$ cat src/rtl/mips_pkg.sv
// rtl/mips_pkg.sv - shared types and constants for the MIPS fetch stage
//
// Purpose: data width, next-PC select codes, fetch FSM state encoding and a
// helper that forms the word-scaled, sign-extended branch offset.
package mips_pkg;

  localparam int XLEN = 32;

  // Next-PC select codes driven by the control unit alongside retire.
  localparam logic [1:0] PC_SEL_SEQ = 2'b00;
  localparam logic [1:0] PC_SEL_BR  = 2'b01;
  localparam logic [1:0] PC_SEL_JR  = 2'b10;
  localparam logic [1:0] PC_SEL_J   = 2'b11;

  typedef enum logic [1:0] {
    ST_BOOT  = 2'b00,
    ST_FETCH = 2'b01,
    ST_EXEC  = 2'b10,
    ST_HALT  = 2'b11
  } fetch_state_e;

  // Branch displacement: 16-bit immediate counts words, so sign-extend and
  // shift left by two to get a byte offset.
  function automatic logic [XLEN-1:0] branch_offset(input logic [15:0] imm);
    return {{(XLEN-18){imm[15]}}, imm, 2'b00};
  endfunction

endpackage

$ cat src/rtl/mips_next_pc.sv
// rtl/mips_next_pc.sv - combinational next-PC selection
//
// Purpose: forms the next program counter from the current pc, the jump index
// / branch immediate field of the instruction and the control unit's select.
// Ports:
//   pc           in   current instruction address
//   instr_index  in   instr[25:0]; [15:0] doubles as the branch immediate
//   pc_sel       in   next-PC select code
//   rs_data      in   register rs value (jr target)
//   pc_plus4     out  pc + 4, also the jal link value
//   next_pc      out  selected next address
//   misalign     out  jr selected with a non-word-aligned target
module mips_next_pc
  import mips_pkg::*;
(
  input  logic [XLEN-1:0] pc,
  input  logic [25:0]     instr_index,
  input  logic [1:0]      pc_sel,
  input  logic [XLEN-1:0] rs_data,
  output logic [XLEN-1:0] pc_plus4,
  output logic [XLEN-1:0] next_pc,
  output logic            misalign
);

  logic [XLEN-1:0] branch_target;
  logic [XLEN-1:0] jump_target;

  // All additions wrap modulo 2^32 by construction of the operand widths.
  assign pc_plus4      = pc + 32'd4;
  assign branch_target = pc_plus4 + branch_offset(instr_index[15:0]);
  // Pseudo-direct jump keeps the 256 MB region of the delay-slot address.
  assign jump_target   = {pc_plus4[31:28], instr_index, 2'b00};

  always_comb begin
    next_pc = pc_plus4;
    case (pc_sel)
      PC_SEL_SEQ: next_pc = pc_plus4;
      PC_SEL_BR:  next_pc = branch_target;
      PC_SEL_JR:  next_pc = rs_data;
      PC_SEL_J:   next_pc = jump_target;
      default:    next_pc = pc_plus4;
    endcase
  end

  assign misalign = (pc_sel == PC_SEL_JR) && (rs_data[1:0] != 2'b00);

endmodule

$ cat src/rtl/mips_fetch_unit.sv
// rtl/mips_fetch_unit.sv - instruction fetch and program-counter stage
//
// Purpose: owns the PC, fetches one instruction word at a time over a
// req/rvalid handshake, holds it in the instruction register until the
// datapath retires it, then advances the PC using the control unit's select.
// Ports:
//   clk, rst_n            clock, asynchronous active-low reset
//   imem_req/imem_addr    fetch request and byte address (= pc)
//   imem_rvalid/rdata/err returned word and bus error
//   instr, op, func       instruction register and decoded fields
//   instr_valid           instr holds an unretired instruction
//   pc, pc_plus4          current address and pc + 4
//   retire, pc_sel        datapath completion and next-PC select
//   rs_data               jr target
//   fetch_err             sticky error; core halted until reset
//   instret               retired-instruction counter
// RESET_PC must be word-aligned.
module mips_fetch_unit
  import mips_pkg::*;
#(
  parameter logic [31:0] RESET_PC = 32'h0000_0000
) (
  input  logic            clk,
  input  logic            rst_n,
  output logic            imem_req,
  output logic [XLEN-1:0] imem_addr,
  input  logic            imem_rvalid,
  input  logic [XLEN-1:0] imem_rdata,
  input  logic            imem_err,
  output logic [XLEN-1:0] instr,
  output logic [5:0]      op,
  output logic [5:0]      func,
  output logic            instr_valid,
  output logic [XLEN-1:0] pc,
  output logic [XLEN-1:0] pc_plus4,
  input  logic            retire,
  input  logic [1:0]      pc_sel,
  input  logic [XLEN-1:0] rs_data,
  output logic            fetch_err,
  output logic [XLEN-1:0] instret
);

  fetch_state_e    state_q, state_d;
  logic [XLEN-1:0] pc_q;
  logic [XLEN-1:0] instr_q;
  logic [XLEN-1:0] instret_q;
  logic [XLEN-1:0] next_pc;
  logic            misalign;
  logic            load_instr;
  logic            advance_pc;
  logic            bump_instret;

  mips_next_pc u_next_pc (
    .pc          (pc_q),
    .instr_index (instr_q[25:0]),
    .pc_sel      (pc_sel),
    .rs_data     (rs_data),
    .pc_plus4    (pc_plus4),
    .next_pc     (next_pc),
    .misalign    (misalign)
  );

  always_ff @(posedge clk or negedge rst_n) begin
    if (!rst_n) begin
      state_q <= ST_BOOT;
    end else begin
      state_q <= state_d;
    end
  end

  // Rvalid is only honoured in FETCH and retire only in EXEC, so stray
  // handshakes in any other state (including BOOT right after reset) fall
  // through to the default hold.
  always_comb begin
    state_d      = state_q;
    load_instr   = 1'b0;
    advance_pc   = 1'b0;
    bump_instret = 1'b0;
    case (state_q)
      ST_BOOT: begin
        state_d = ST_FETCH;
      end
      ST_FETCH: begin
        if (imem_rvalid) begin
          if (imem_err) begin
            state_d = ST_HALT;
          end else begin
            load_instr = 1'b1;
            state_d    = ST_EXEC;
          end
        end
      end
      ST_EXEC: begin
        if (retire) begin
          // A misaligned jr still counts as retired but leaves pc on the
          // offending instruction for post-mortem inspection.
          bump_instret = 1'b1;
          if (misalign) begin
            state_d = ST_HALT;
          end else begin
            advance_pc = 1'b1;
            state_d    = ST_FETCH;
          end
        end
      end
      ST_HALT: begin
        state_d = ST_HALT;
      end
      default: begin
        state_d = ST_BOOT;
      end
    endcase
  end

  always_ff @(posedge clk or negedge rst_n) begin
    if (!rst_n) begin
      pc_q      <= {RESET_PC[31:2], 2'b00};
      instr_q   <= '0;
      instret_q <= '0;
    end else begin
      if (load_instr) begin
        instr_q <= imem_rdata;
      end
      if (advance_pc) begin
        pc_q <= next_pc;
      end
      if (bump_instret) begin
        instret_q <= instret_q + 32'd1;
      end
    end
  end

  // Handshake/status outputs are pure decodes of the state register.
  assign imem_req    = (state_q == ST_FETCH);
  assign instr_valid = (state_q == ST_EXEC);
  assign fetch_err   = (state_q == ST_HALT);

  assign imem_addr = pc_q;
  assign pc        = pc_q;
  assign instr     = instr_q;
  assign op        = instr_q[31:26];
  assign func      = instr_q[5:0];
  assign instret   = instret_q;

endmodule
$ cat config.mk
export PLATFORM = sky130hd
export DESIGN_NAME = mips_fetch_unit
export DESIGN_NICKNAME = d
export VERILOG_FILES = /design/src/rtl/mips_pkg.sv /design/src/rtl/mips_next_pc.sv /design/src/rtl/mips_fetch_unit.sv
export SDC_FILE = /design/constraint.sdc
export NUM_CORES = 1
export LEC_CHECK = 0
export BUFFER_PORTS_ARGS = -buffer_cell sky130_fd_sc_hd__buf_4
export CAP_MARGIN = 10
export CORE_MARGIN = 5
export CORE_UTILIZATION = 40
export CTS_CLUSTER_DIAMETER = 120
export CTS_CLUSTER_SIZE = 16
export DETAILED_ROUTE_END_ITERATION = 8
export GPL_ROUTABILITY_DRIVEN = 0
export PLACE_DENSITY = 0.76
export SLEW_MARGIN = 20
export SYNTH_ARGS = -nofsm -noshare
export SYNTH_HDL_FRONTEND = slang
export SYNTH_HIERARCHICAL = 1
export SYNTH_SLANG_ARGS = --single-unit
export TNS_END_PERCENT = 50
$ cat constraint.sdc
create_clock -name clk -period 7.3 [get_ports clk]
set_input_delay 0.365 -clock clk [delete_from_list [all_inputs] [get_ports clk]]
set_output_delay 0.365 -clock clk [all_outputs]
set_load 0.02 [all_outputs]
==> parameters.txt, run 1 <==
Parameter                              Value

Die
  Horiz. Die Dim    142.2 µm
  Placeable core area    17240 µm²
  Initial core utilization    40.56%
  Chip Height    142.2 µm
  Cell row count    48
  Number of top-level pins    246
  Total Die Area    20220 µm²

Global route
  Number of antenna violations at the first check in global routing    0
  Number of global-route vias before repair    5739
  Maximum number of pins on one net before global-route repair    59
  Total global routing track utilization    19.15%
  Remaining global-route overflow    0
  Global-route wire length before repair    30.50 mm

Synthesis
  Synth cell count leaders    98 x sky130_fd_sc_hd__dfrtp_1, 62 x sky130_fd_sc_hd__mux2_2, 50 x sky130_fd_sc_hd__xnor2_1
  Async SR Flop Fraction    100.0%
  Yosys top cell area share    35.08%
  Leading area contributor after synthesis    sky130_fd_sc_hd__dfrtp_1
  YS warnings    6
  Number of enable-type register cells in the synthesized netlist    0
  Distinct cell type count after synthesis    68
  Average instance area after synthesis    10.61 µm²
  Part of the Yosys area used for sequential elements    35.08%
  Leading cell type by number of instances after synthesis    sky130_fd_sc_hd__dfrtp_1
  Syn Nets    766
  Synthesis-stage register bit count    98
  Main area contributors after synthesis    sky130_fd_sc_hd__dfrtp_1 35%, sky130_fd_sc_hd__mux2_2 10%, sky130_fd_sc_hd__mux4_2 6.4%, sky130_fd_sc_hd__ha_1 6.3%, sky130_fd_sc_hd__xnor2_1 6.3%
  Post-Syn Area    6990 µm²
  Synth Flop Type    sky130_fd_sc_hd__dfrtp_1
  Number of standard cells after synthesis    659

STA
  Worst setup slack after layout    2.535 ns
  Maximum clock frequency    209.9 MHz
  Actual transition at the worst max-transition pin    1.110 ns
  Setup violators final    0
  Unrepaired setup endpoints after global routing    false
  Skew final    0.01066 ns
  Final worst path period need    4.765 ns
  Fin crit share    65.27%
  Slew margin rel.    25.82%
  Final hold violation count    0
  Final Max Tran Viols    0
  Total negative setup slack    0 ns

Cells and area
  Proportion of layout cells with a drive suffix above 1    42.97%
  Number of nets in the layout    963
  Signed area change from the synthesized netlist to the final layout    29.46%
  Antenna diode instance count    0

Placed design
  Worst slack at placement    2.674 ns
  Detailed-placement wirelength estimate    15.24 mm
  I/O Buffers    245

Clock network
  CTS tree    yes
  Buffer cell driving the clock tree root    sky130_fd_sc_hd__clkbuf_16
  Clock tree buffer depth    2
  Number of instances resized during post-cts repair    0
  Htree depth    3
  Clock sink total    98
  CTS Buf Count    9
  Skew-Pair Late Insertion Delay    0.35 ns
  Post-CTS Setup Bufs    0
  Clock slew at reported path FFs    0.08 ns

Status
  Status    finished clean

Route
  Initial detailed-routing violation count    324
  WL per Instance    18.43 µm
  Routed vias    5796
  Detail Route Antenna Nets    0
  Via/cell ratio    5.337
  Final wirelength    20.01 mm
  First drt pass iteration count    5
  DRC violation count after routing    0

Setup path
  Element type at the critical path start    flop
  Data required time at the worst endpoint    7.54 ns
  Category of the worst setup path capture point    flop
  Slowest library cell on the worst path    sky130_fd_sc_hd__nor4_2
  Crit path top cell by count    sky130_fd_sc_hd__nand2_1
  Top fanout value on the critical path    7
  Critical Path, Cell by Cell    ha_1 > nand4_1 > nor4_2 > nand2_1 > inv_1 > nand2_1 > xnor2_1 > ha_1 > a21oi_1 > nand2_1 > or3_1 > o21ai_2 > o221ai_1 > o31ai_1 > xor2_1 > o221ai_1 > mux2_2
  Worst stage delay on the critical path    0.65 ns
  Arrival time reported for the critical path endpoint    5.00 ns
  Critical setup path kind    flop to flop

Power
  Peak ir drop on the vdd network    118.0 µV
  P per Cell Area    254.3 nW/µm²
  Leakage power    4.593 nW

Worst hold path
  Classification of the worst-slack hold path    input pin to flop

Run
  Max-cap violations    0
[where the power goes]
part	internal (mW)	total (mW)	switching, mW	leakage [nW]
Combinational	0.493	1.05	0.554	3.13
Clock	0.276	0.515	0.239	0.154
Sequential	0.618	0.740	0.122	1.31
Total	1.39	2.30	0.915	4.59
[cell usage in the layout (no fill, tap or decap), types with 20 or more instances in the layout]
master | synthesis | routed
sky130_fd_sc_hd__a21oi_1 | 26 | 26
sky130_fd_sc_hd__buf_4 | 46 | 246
sky130_fd_sc_hd__dfrtp_1 | 98 | 98
sky130_fd_sc_hd__ha_1 | 35 | 35
sky130_fd_sc_hd__mux2_2 | 62 | 62
sky130_fd_sc_hd__mux4_2 | 20 | 20
sky130_fd_sc_hd__nand2_1 | 44 | 44
sky130_fd_sc_hd__nand3_1 | 28 | 28
sky130_fd_sc_hd__nor2_1 | 38 | 37
sky130_fd_sc_hd__xnor2_1 | 50 | 50
sky130_fd_sc_hd__xor2_1 | 32 | 32
[per-layer routing]
| metal | GRT usage, % | vias to the layer above | routed length (µm) |
|---|---|---|---|
| met5 | 0 | - | 0 |
| met3 | 5.108 | 16 | 1639 |
| met1 | 23.96 | 2851 | 8137 |
| li1 | - | 2729 | - |
| met2 | 33.02 | 200 | 9978 |
| met4 | 4.697 | 0 | 255 |
[registers in the layout, indices dropped and copies added, names as in the netlist]
| register | flops |
|---|---|
| instret | 32 |
| state_q | 2 |
| instr | 32 |
| imem_addr | 32 |
[logic make-up (layout without fill, tap and decap cells)]
group / Yosys count / in the layout / share of synthesized area, %
simple gates: 184 / 184 / 14.46
flops: 98 / 98 / 35.08
mux: 93 / 93 / 18.08
compound gates: 91 / 91 / 8.735
xor+xnor: 83 / 83 / 10.51
buf+inv: 74 / 276 / 6.587
fa+ha+maj: 36 / 36 / 6.551
[cell type report]
cell class | count | area, µm²
Clock buffer | 9 | 225.2
Timing Repair Buffer | 247 | 1857
Multi-Input combinational cell | 487 | 4086
Fill cell | 1563 | 8187
Sequential cell | 98 | 2452
Tap cell | 225 | 281.5
Inverter | 13 | 48.80
Clock inverter | 7 | 98.84
[timing repair]
item                                    4_1_cts  5_1_grt
hold buffers                                  1        0
endpoints found under the setup margin        0        0
hold endpoints to repair                      2        0
[path summary, 6_finish.rpt]
check / start / end / slack (ns) / cells past startpoint
setup reg to reg: imem_addr[2] / imem_addr[29] / 2.54 / 17
setup / recovery: imem_addr[2] / imem_addr[29] / 2.54 / 17
hold reg to reg: instret[31] / instret[31] / 0.47 / 1
max in group asynchronous: rst_n / instr[18] / 5.56 / 3
hold / removal: imem_rdata[13] / instr[13] / 0.24 / 2
min in group asynchronous: rst_n / instret[26] / 0.55 / 2
[worst max-delay path, delay by kind of cell, from the launching register on]
family / cells / cell delay, ns
AO/OA/AOI/OAI: 5 / 1.18
buffers and inverters: 1 / 0.13
multiplexers: 1 / 0.27
XOR/XNOR: 2 / 0.49
flip-flops: 1 / 0.45
adder cells (fa/ha/maj): 2 / 0.62
AND/OR/NAND/NOR: 6 / 1.53
[stage by stage]
| stage | instance area [µm²] | power (mW) | utilization, % | instances | hold WS [ns] |
|---|---|---|---|---|---|
| after global placement | 8716 | 1.776 | 50.57 | 1069 | 0.3895 |
| after floorplan | 6990 | 1.440 | - | 659 | 0.06941 |
| after CTS | 9050 | 2.322 | 52.50 | 1086 | 0.2245 |
| after detailed placement | 8716 | 1.793 | 50.57 | 1069 | 0.3869 |
| after global routing | 9050 | 2.430 | 52.50 | 1086 | 0.2237 |
| final | 9050 | 2.302 | 52.50 | 1086 | 0.2410 |
No activity file was read; power rests on OpenSTA's default activity.
==> run 2: changes to the inputs <==
--- a/config.mk
+++ b/config.mk
@@ -13,7 +13,7 @@
 export CTS_CLUSTER_SIZE = 16
 export DETAILED_ROUTE_END_ITERATION = 8
 export GPL_ROUTABILITY_DRIVEN = 0
-export PLACE_DENSITY = 0.76
+export PLACE_DENSITY = 0.79
 export SLEW_MARGIN = 20
 export SYNTH_ARGS = -nofsm -noshare
 export SYNTH_HDL_FRONTEND = slang
==> constraint.sdc (replaced) <==
create_clock -name clk -period 4.15 [get_ports clk]
set_input_delay 0.2075 -clock clk [delete_from_list [all_inputs] [get_ports clk]]
set_output_delay 0.2075 -clock clk [all_outputs]
set_load 0.02 [all_outputs]
==> run 2 against run 1 <==
Net effect:
- the flow now finishes with violations (negative hold slack)
- clock skew is 0.0050 ns lower
- critical path type unchanged
- register-to-register slack worse by 2.5 ns
- hold slack worse by 0.25 ns
- combinational power grew 94%
- sequential share of layout area down 1.2 points
- maximum frequency rose by 16%
- design area rose by 4.6%
- critical endpoint is now imem_addr[31]
- sequential cell count is the same
- wire length grew 7.4%
- sequential power rose by 74%
- count of clock-buffer cells in the layout rose by 1
- largest power group unchanged
==> parameters.txt, run 2 (synthesized netlist as in run 1, its figures left out) <==
Parameter                              Value

Clock network
  Number of hold-repair buffers added at the cts stage    0 (-1)
  Skew-Pair Late Insertion Delay    0.35 ns (about the same)
  Clock tree buffer depth    2 (unchanged)
  Clock slew at reported path FFs    0.07 ns (about the same)
  CTS Buf Count    9 (unchanged)
  Htree depth    3 (unchanged)
  CTS tree    yes
  Clock sink total    98 (unchanged)
  Buffer cell driving the clock tree root    sky130_fd_sc_hd__clkbuf_16

Die
  Cell row count    48 (unchanged)
  Chip Height    142.2 µm (unchanged)
  Horiz. Die Dim    142.2 µm (unchanged)
  Placeable core area    17240 µm² (unchanged)
  Initial core utilization    40.56% (unchanged)
  Number of top-level pins    246 (unchanged)
  Total Die Area    20220 µm² (unchanged)

Setup path
  Category of the worst setup path capture point    flop
  Top fanout value on the critical path    6 (-1)
  Slowest library cell on the worst path    sky130_fd_sc_hd__a2111oi_2
  Cell family contributing the most delay on the critical path    compound AO/OA/AOI/OAI gates
  Element type at the critical path start    flop
  Arrival time reported for the critical path endpoint    4.35 ns (-0.65 ns)
  Worst stage delay on the critical path    0.48 ns (-0.17 ns)
  Critical setup path kind    flop to flop
  Data required time at the worst endpoint    4.38 ns (-3.16 ns)
  Critical Path, Cell by Cell    buf_4 > and3_1 > nor4b_4 > nand3b_1 > buf_4 > nor2_2 > nand2_1 > xnor2_2 > ha_1 > a21oi_1 > o21ai_0 > a2111oi_2 > o22ai_4 > xor2_2 > a21oi_1 > o31ai_1 > mux2_2
  Buffering stage count on the worst path with inverters included    2 (+1)

Route
  Via/cell ratio    5.439 (+1.9%)
  WL per Instance    19.25 µm (+4.5%)
  Detail Route Antenna Nets    0 (unchanged)
  Final wirelength    21.49 mm (+7.4%)
  First drt pass iteration count    5 (unchanged)
  Routed vias    6070 (+4.7%)
  DRC violation count after routing    0 (unchanged)
  Initial detailed-routing violation count    394 (+22%)

Cells and area
  Leading cell types in the layout, fill and taps excluded    277 x sky130_fd_sc_hd__buf_4, 97 x sky130_fd_sc_hd__dfrtp_1, 62 x sky130_fd_sc_hd__mux2_2, 44 x sky130_fd_sc_hd__nand2_1, 43 x sky130_fd_sc_hd__xnor2_1
  Most frequent standard cell in the layout excluding fill and tap cells    sky130_fd_sc_hd__buf_4
  Final core occ    54.94% (+2.4 points)
  Fill cell total of the finished layout    1492 (-4.5%)
  Cell area after layout    9470 µm² (+4.6%)
  Antenna diode instance count    0 (unchanged)
  Number of nets in the layout    993 (+3.1%)
  Signed area change from the synthesized netlist to the final layout    35.48%
  Proportion of layout cells with a drive suffix above 1    48.71% (+5.7 points)

STA
  Final worst path period need    4.115 ns (-0.6497 ns)
  Final Max Tran Viols    0 (unchanged)
  Actual transition at the worst max-transition pin    1.036 ns (-0.07416 ns)
  Min Hold Slack    -0.01115 ns (-0.2522 ns)
  Fin crit share    99.15% (+34 points)
  Skew final    0.005706 ns (-0.004953 ns)
  Total negative setup slack    0 ns (unchanged)
  Slew margin rel.    30.78% (+5.0 points)
  Setup violators final    0 (unchanged)
  Maximum clock frequency    243.0 MHz (+16%)
  Final hold violation count    3 (+3)

Placed design
  I/O Buffers    245 (unchanged)
  Cell area reported after detailed placement    8926 µm² (+2.4%)
  Detailed-placement wirelength estimate    16.15 mm (+6.0%)

Global route
  Maximum number of pins on one net before global-route repair    74 (+25%)
  Total global routing track utilization    20.32% (+1.2 points)
  Global-route wire length before repair    33.06 mm (+8.4%)
  Number of antenna violations at the first check in global routing    0 (unchanged)
  Number of global-route vias before repair    6191 (+7.9%)
  Remaining global-route overflow    0 (unchanged)

Power
  Leakage power    4.805 nW (+4.6%)
  P per Cell Area    441.9 nW/µm² (+74%)
  Total power    4.185 mW (+82%)
  Peak ir drop on the vdd network    218.6 µV (+85%)

Status
  Violations in the final reports    negative hold slack
  Status    complete, but fails checks

Worst hold path
  Classification of the worst-slack hold path    input pin to async pin

Run
  Max-cap violations    0 (unchanged)
[run 2: final cells by class]
type,count,area (µm²),share of cell area [%]
clock inverters,6,56.30,0.5945
inverters,13,48.80,0.5153
repair buffers,277,2079,21.96
multi-input cells,487,4312,45.53
well taps,225,281.5,2.973
clock buffers,10,239.0,2.523
flip-flops and latches,98,2454,25.91
[run 2: power breakdown]
group          leakage, nW  switching [mW]  total, mW  internal, mW
combinational         3.36            1.08       2.04         0.967
clock                0.144           0.414      0.853         0.438
sequential            1.30           0.202       1.29          1.09
total                 4.80            1.69       4.19          2.49
[run 2: worst register-to-register path, delay by kind of cell (launching register included)]
family	cells	cell delay [ns]
AOI/OAI and AO/OA	6	1.39
and+or+nand+nor	5	0.92
DFF	1	0.36
adders and majority gates	1	0.36
buffers and inverters	2	0.35
xor gates and xnor gates	2	0.35
muxes	1	0.28
[run 2: stage by stage]
step / instances / setup WS, ns
after floorplan: 659 / 0.01014
after global placement: 1093 / 0.1193
after global routing: 1116 / -0.08423
after CTS: 1110 / 0.04155
final: 1116 / 0.03515
after detailed placement: 1093 / -0.006090
[run 2: path summary, 6_finish.rpt]
kind / cells past startpoint / to / start / slack, ns
setup / recovery: 17 / imem_addr[31] / imem_addr[2] / 0.04
hold reg to reg: 1 / instret[31] / instret[31] / 0.49
setup reg to reg: 17 / imem_addr[31] / imem_addr[2] / 0.04
max in group asynchronous: 2 / imem_addr[14] / rst_n / 3.20
min in group clk: 2 / instr[3] / imem_rdata[3] / 0.08
hold / removal: 1 / instr[31] / rst_n / -0.01
[run 2: what timing repair did]
item,CTS,global route
hold endpoints to repair,0,0
gates resized for setup,2,33
pin swaps,1,14
setup buffers,1,6
endpoints found under the setup margin,1,10
[run 2: routing by layer]
| metal | GRT usage (%) | wire (µm) | vias to the layer above |
|---|---|---|---|
| met4 | 6.313 | 438 | 0 |
| met1 | 26.15 | 8719 | 3018 |
| met2 | 34.09 | 10770 | 232 |
| met5 | 0 | 0 | - |
| met3 | 4.637 | 1557 | 26 |
| li1 | - | - | 2794 |
==> run 3: changes to the inputs <==
--- a/config.mk
+++ b/config.mk
@@ -17,6 +17,5 @@
 export SLEW_MARGIN = 20
 export SYNTH_ARGS = -nofsm -noshare
 export SYNTH_HDL_FRONTEND = slang
-export SYNTH_HIERARCHICAL = 1
 export SYNTH_SLANG_ARGS = --single-unit
 export TNS_END_PERCENT = 50
==> run 3 against run 2 <==
Net effect:
- the flow now finishes without violations
- cell count is 6.5% higher
- core utilization is 1.5 points lower
- critical path depth is 2 lower
- design area is 2.0% lower
- critical path type unchanged
- largest cell class unchanged
==> parameters.txt, run 3 <==
Parameter                              Value

Status
  Status    finished clean

Placed design
  Placed Instances    1172 (+7.2%)
  I/O Buffers    245 (unchanged)
  Worst slack at placement    0.07114 ns (+0.07723 ns)
  Detailed-placement wirelength estimate    17.43 mm (+7.9%)
  Cell area reported after detailed placement    8909 µm² (-0.20%)

Synthesis
  Average instance area after synthesis    9.396 µm² (-11%)
  Area fraction in compound gates after synthesis    13.40% (+4.7 points)
  Async SR Flop Fraction    100.0% (unchanged)
  Post-Syn Area    7076 µm² (+1.2%)
  Synthesis-stage register bit count    98 (unchanged)
  Adder-cell share of the synthesized area    7.003% (+0.45 points)
  Part of the Yosys area used for sequential elements    34.66% (-0.42 points)
  Synth cell count leaders    98 x sky130_fd_sc_hd__dfrtp_1, 98 x sky130_fd_sc_hd__nand2_1, 48 x sky130_fd_sc_hd__xnor2_1
  Yosys top cell area share    34.66% (-0.42 points)
  Xor/xnor share of the synthesized area    10.29% (-0.21 points)
  Number of standard cells after synthesis    753 (+14%)
  Syn Nets    863 (+13%)
  Synth Flop Type    sky130_fd_sc_hd__dfrtp_1
  Leading area contributor after synthesis    sky130_fd_sc_hd__dfrtp_1
  YS warnings    0 (-6)
  Share of cell area taken by muxes after synthesis    11.21% (-6.9 points)
  Distinct cell type count after synthesis    63 (-7.4%)
  Main area contributors after synthesis    sky130_fd_sc_hd__dfrtp_1 35%, sky130_fd_sc_hd__ha_1 6.7%, sky130_fd_sc_hd__xnor2_1 5.9%, sky130_fd_sc_hd__mux2_2 5.4%, sky130_fd_sc_hd__nand2_1 5.2%
  Number of enable-type register cells in the synthesized netlist    0 (unchanged)
  Synth Area in Simple Gates    16.32% (+1.9 points)
  Main combinational cell family by area after synthesis    simple AND/OR/NAND/NOR gates

Power
  Int Power    2.447 mW (-1.8%)
  Total power    4.282 mW (+2.3%)
  Share of power burned in registers    30.6% (-0.2 points)
  Comb pwr share    48.9% (about the same)
  P per Cell Area    461.6 nW/µm² (+4.4%)
  Peak ir drop on the vdd network    231.5 µV (+5.9%)
  Net switching component of the power    1.835 mW (+8.4%)
  Part of the power in the clock network    20.5% (about the same)
  Leakage power    4.691 nW (-2.4%)
  Sw Ratio    42.86% (+2.4 points)

Clock network
  Post-CTS Setup Bufs    0 (-1)
  CTS tree    yes
  Htree depth    3 (unchanged)
  Clock slew at reported path FFs    0.08 ns (about the same)
  Clock sink total    98 (unchanged)
  CTS Buf Count    9 (unchanged)
  Clock tree buffer depth    2 (unchanged)
  Buffer cell driving the clock tree root    sky130_fd_sc_hd__clkbuf_16
  Skew-Pair Late Insertion Delay    0.36 ns (about the same)

Die
  Cell row count    48 (unchanged)
  Placeable core area    17360 µm² (+0.70%)
  Horiz. Die Dim    143 µm (+0.57%)
  Total Die Area    20450 µm² (+1.1%)
  Number of top-level pins    246 (unchanged)
  Chip Height    143 µm (+0.57%)
  Initial core utilization    40.77% (+0.21 points)

Global route
  Global-route wire length before repair    35.39 mm (+7.0%)
  Total global routing track utilization    22.09% (+1.8 points)
  Number of antenna violations at the first check in global routing    0 (unchanged)
  Remaining global-route overflow    0 (unchanged)
  Number of global-route vias before repair    6393 (+3.3%)
  Maximum number of pins on one net before global-route repair    69 (-6.8%)

Setup path
  Worst setup path startpoint    imem_addr[3]
  Arrival time reported for the critical path endpoint    4.14 ns (-0.21 ns)
  Origin of the critical flop-to-flop path    imem_addr[3]
  Critical setup path kind    flop to flop
  Category of the worst setup path capture point    flop
  Worst reg-to-reg setup slack    0.26 ns (+0.23 ns)
  Endpoint of the lowest-slack register-to-register path    imem_addr[26]
  Data required time at the worst endpoint    4.41 ns (+0.03 ns)
  Top fanout value on the critical path    5 (-1)
  Worst r2r path cells    15 (-2)
  Element type at the critical path start    flop
  End point of the critical path    imem_addr[26]

Cells and area
  Fill cell total of the finished layout    1564 (+4.8%)
  Proportion of layout cells with a drive suffix above 1    36.51% (-12 points)
  Total area of sequential cells    2457 µm² (+0.15%)
  Most frequent standard cell in the layout excluding fill and tap cells    sky130_fd_sc_hd__buf_4
  Antenna diode instance count    0 (unchanged)
  Leading cell types in the layout, fill and taps excluded    265 x sky130_fd_sc_hd__buf_4, 98 x sky130_fd_sc_hd__nand2_1, 94 x sky130_fd_sc_hd__dfrtp_1, 47 x sky130_fd_sc_hd__nor2_1, 46 x sky130_fd_sc_hd__xnor2_1
  Number of nets in the layout    1069 (+7.7%)
  Signed area change from the synthesized netlist to the final layout    31.12%
  Final core occ    53.45% (-1.5 points)
  Non-filler instance count after layout    1189 (+6.5%)
  Cell area after layout    9278 µm² (-2.0%)
  Area of the multi-input gates    4175 µm² (-3.2%)

Route
  Via/cell ratio    5.453 (+0.26%)
  Detail Route Antenna Nets    0 (unchanged)
  DRC violation count after routing    0 (unchanged)
  Routed vias    6484 (+6.8%)
  WL per Instance    19.35 µm (+0.49%)
  First drt pass iteration count    4 (-1)
  Initial detailed-routing violation count    402 (+2.0%)
  Final wirelength    23.00 mm (+7.1%)

Worst hold path
  Classification of the worst-slack hold path    input pin to flop

STA
  Setup violators final    0 (unchanged)
  Maximum clock frequency    257.1 MHz (+5.8%)
  Min Hold Slack    0.05258 ns (+0.06373 ns)
  Fin crit share    93.71% (-5.4 points)
  Total negative setup slack    0 ns (unchanged)
  Slew margin rel.    31.29% (+0.51 points)
  Skew final    0.01157 ns (+0.005864 ns)
  Final Max Tran Viols    0 (unchanged)
  Worst setup slack after layout    0.2610 ns (+0.2259 ns)
  Final worst path period need    3.889 ns (-0.2259 ns)
  Actual transition at the worst max-transition pin    1.031 ns (-0.005228 ns)
  Final hold violation count    0 (-3)

Run
  Max-cap violations    0 (unchanged)
[run 3: cell types whose count changed in the layout (fill, tap and decap cells not counted), sizes merged, moves of 5 or more]
cell	change
o21ai	+16
a21oi	+18
nor2	+9
buf	-12
nor3	+5
mux2i	+7
a211oi	+6
nand2	+53
nand2b	-6
mux2	-32
nand3	-6
mux4	-8
[run 3: final cells by class]
cell class / instances / area share, %
timing repair buffer: 266 / 21.55
inverter: 14 / 0.5664
clock inverter: 7 / 0.9305
multi-input combinational: 570 / 45.00
sequential: 98 / 26.49
clock buffer: 9 / 2.428
tap: 225 / 3.034
[run 3: cells by family (layout without fill, tap and decap cells)]
family | Yosys count | count (layout)
AND/OR/NAND/NOR | 241 | 241
AO/OA/AOI/OAI | 149 | 149
flip-flops | 98 | 98
buffers and inverters | 85 | 296
XOR/XNOR | 81 | 81
multiplexers | 60 | 60
adder cells (fa/ha/maj) | 39 | 39
[run 3: worst min path at each step]
stage                   from           end  depth (start not counted)
5_1_grt               retire    state_q[1]                          2
3_3_place_gp           rst_n     instr[30]                          1
4_1_cts        imem_rdata[1]      instr[1]                          3
6_report       imem_rdata[1]      instr[1]                          3
3_5_place_dp           rst_n      instr[0]                          1
2_1_floorplan          rst_n  imem_addr[0]                          0
[run 3: timing repair]
item                                   4_1_cts  5_1_grt
hold buffers                                 1        0
endpoints found under the hold margin        7        0
setup endpoints to repair                    0        6
resized for setup                            0       12
[run 3: power groups by stage]
stage               clock network, mW  registers (mW)  logic, mW
floorplan                           0            1.44       1.21
global placement                    0            1.32       2.05
detailed placement                  0            1.33       2.08
CTS                             0.900            1.31       2.09
global route                    0.943            1.34       2.26
finish                          0.880            1.31       2.09
[run 3: critical path: stages, from the launching register on]
cell and delay [ns]:
sky130_fd_sc_hd__dfrtp_1 0.46, sky130_fd_sc_hd__ha_1 0.24, sky130_fd_sc_hd__nand2_1 0.15, sky130_fd_sc_hd__nor4_1 0.23, sky130_fd_sc_hd__buf_4 0.21, sky130_fd_sc_hd__and3_1 0.35
sky130_fd_sc_hd__nand2_1 0.16, sky130_fd_sc_hd__xnor2_2 0.17, sky130_fd_sc_hd__ha_1 0.32, sky130_fd_sc_hd__nand2_1 0.08, sky130_fd_sc_hd__o21ai_0 0.14, sky130_fd_sc_hd__or3_1 0.34
sky130_fd_sc_hd__a211oi_1 0.32, sky130_fd_sc_hd__nor2_1 0.17, sky130_fd_sc_hd__xnor2_1 0.17, sky130_fd_sc_hd__a221oi_1 0.26
[run 3: per-layer routing]
layer | global-route usage (%) | part of all wire, % | up-vias
met3 | 5.827 | 9.3 | 32
met2 | 36.47 | 48 | 316
li1 | - | - | 3048
met1 | 28.92 | 41 | 3088
met4 | 5.703 | 1.9 | 0
met5 | 0 | 0 | -
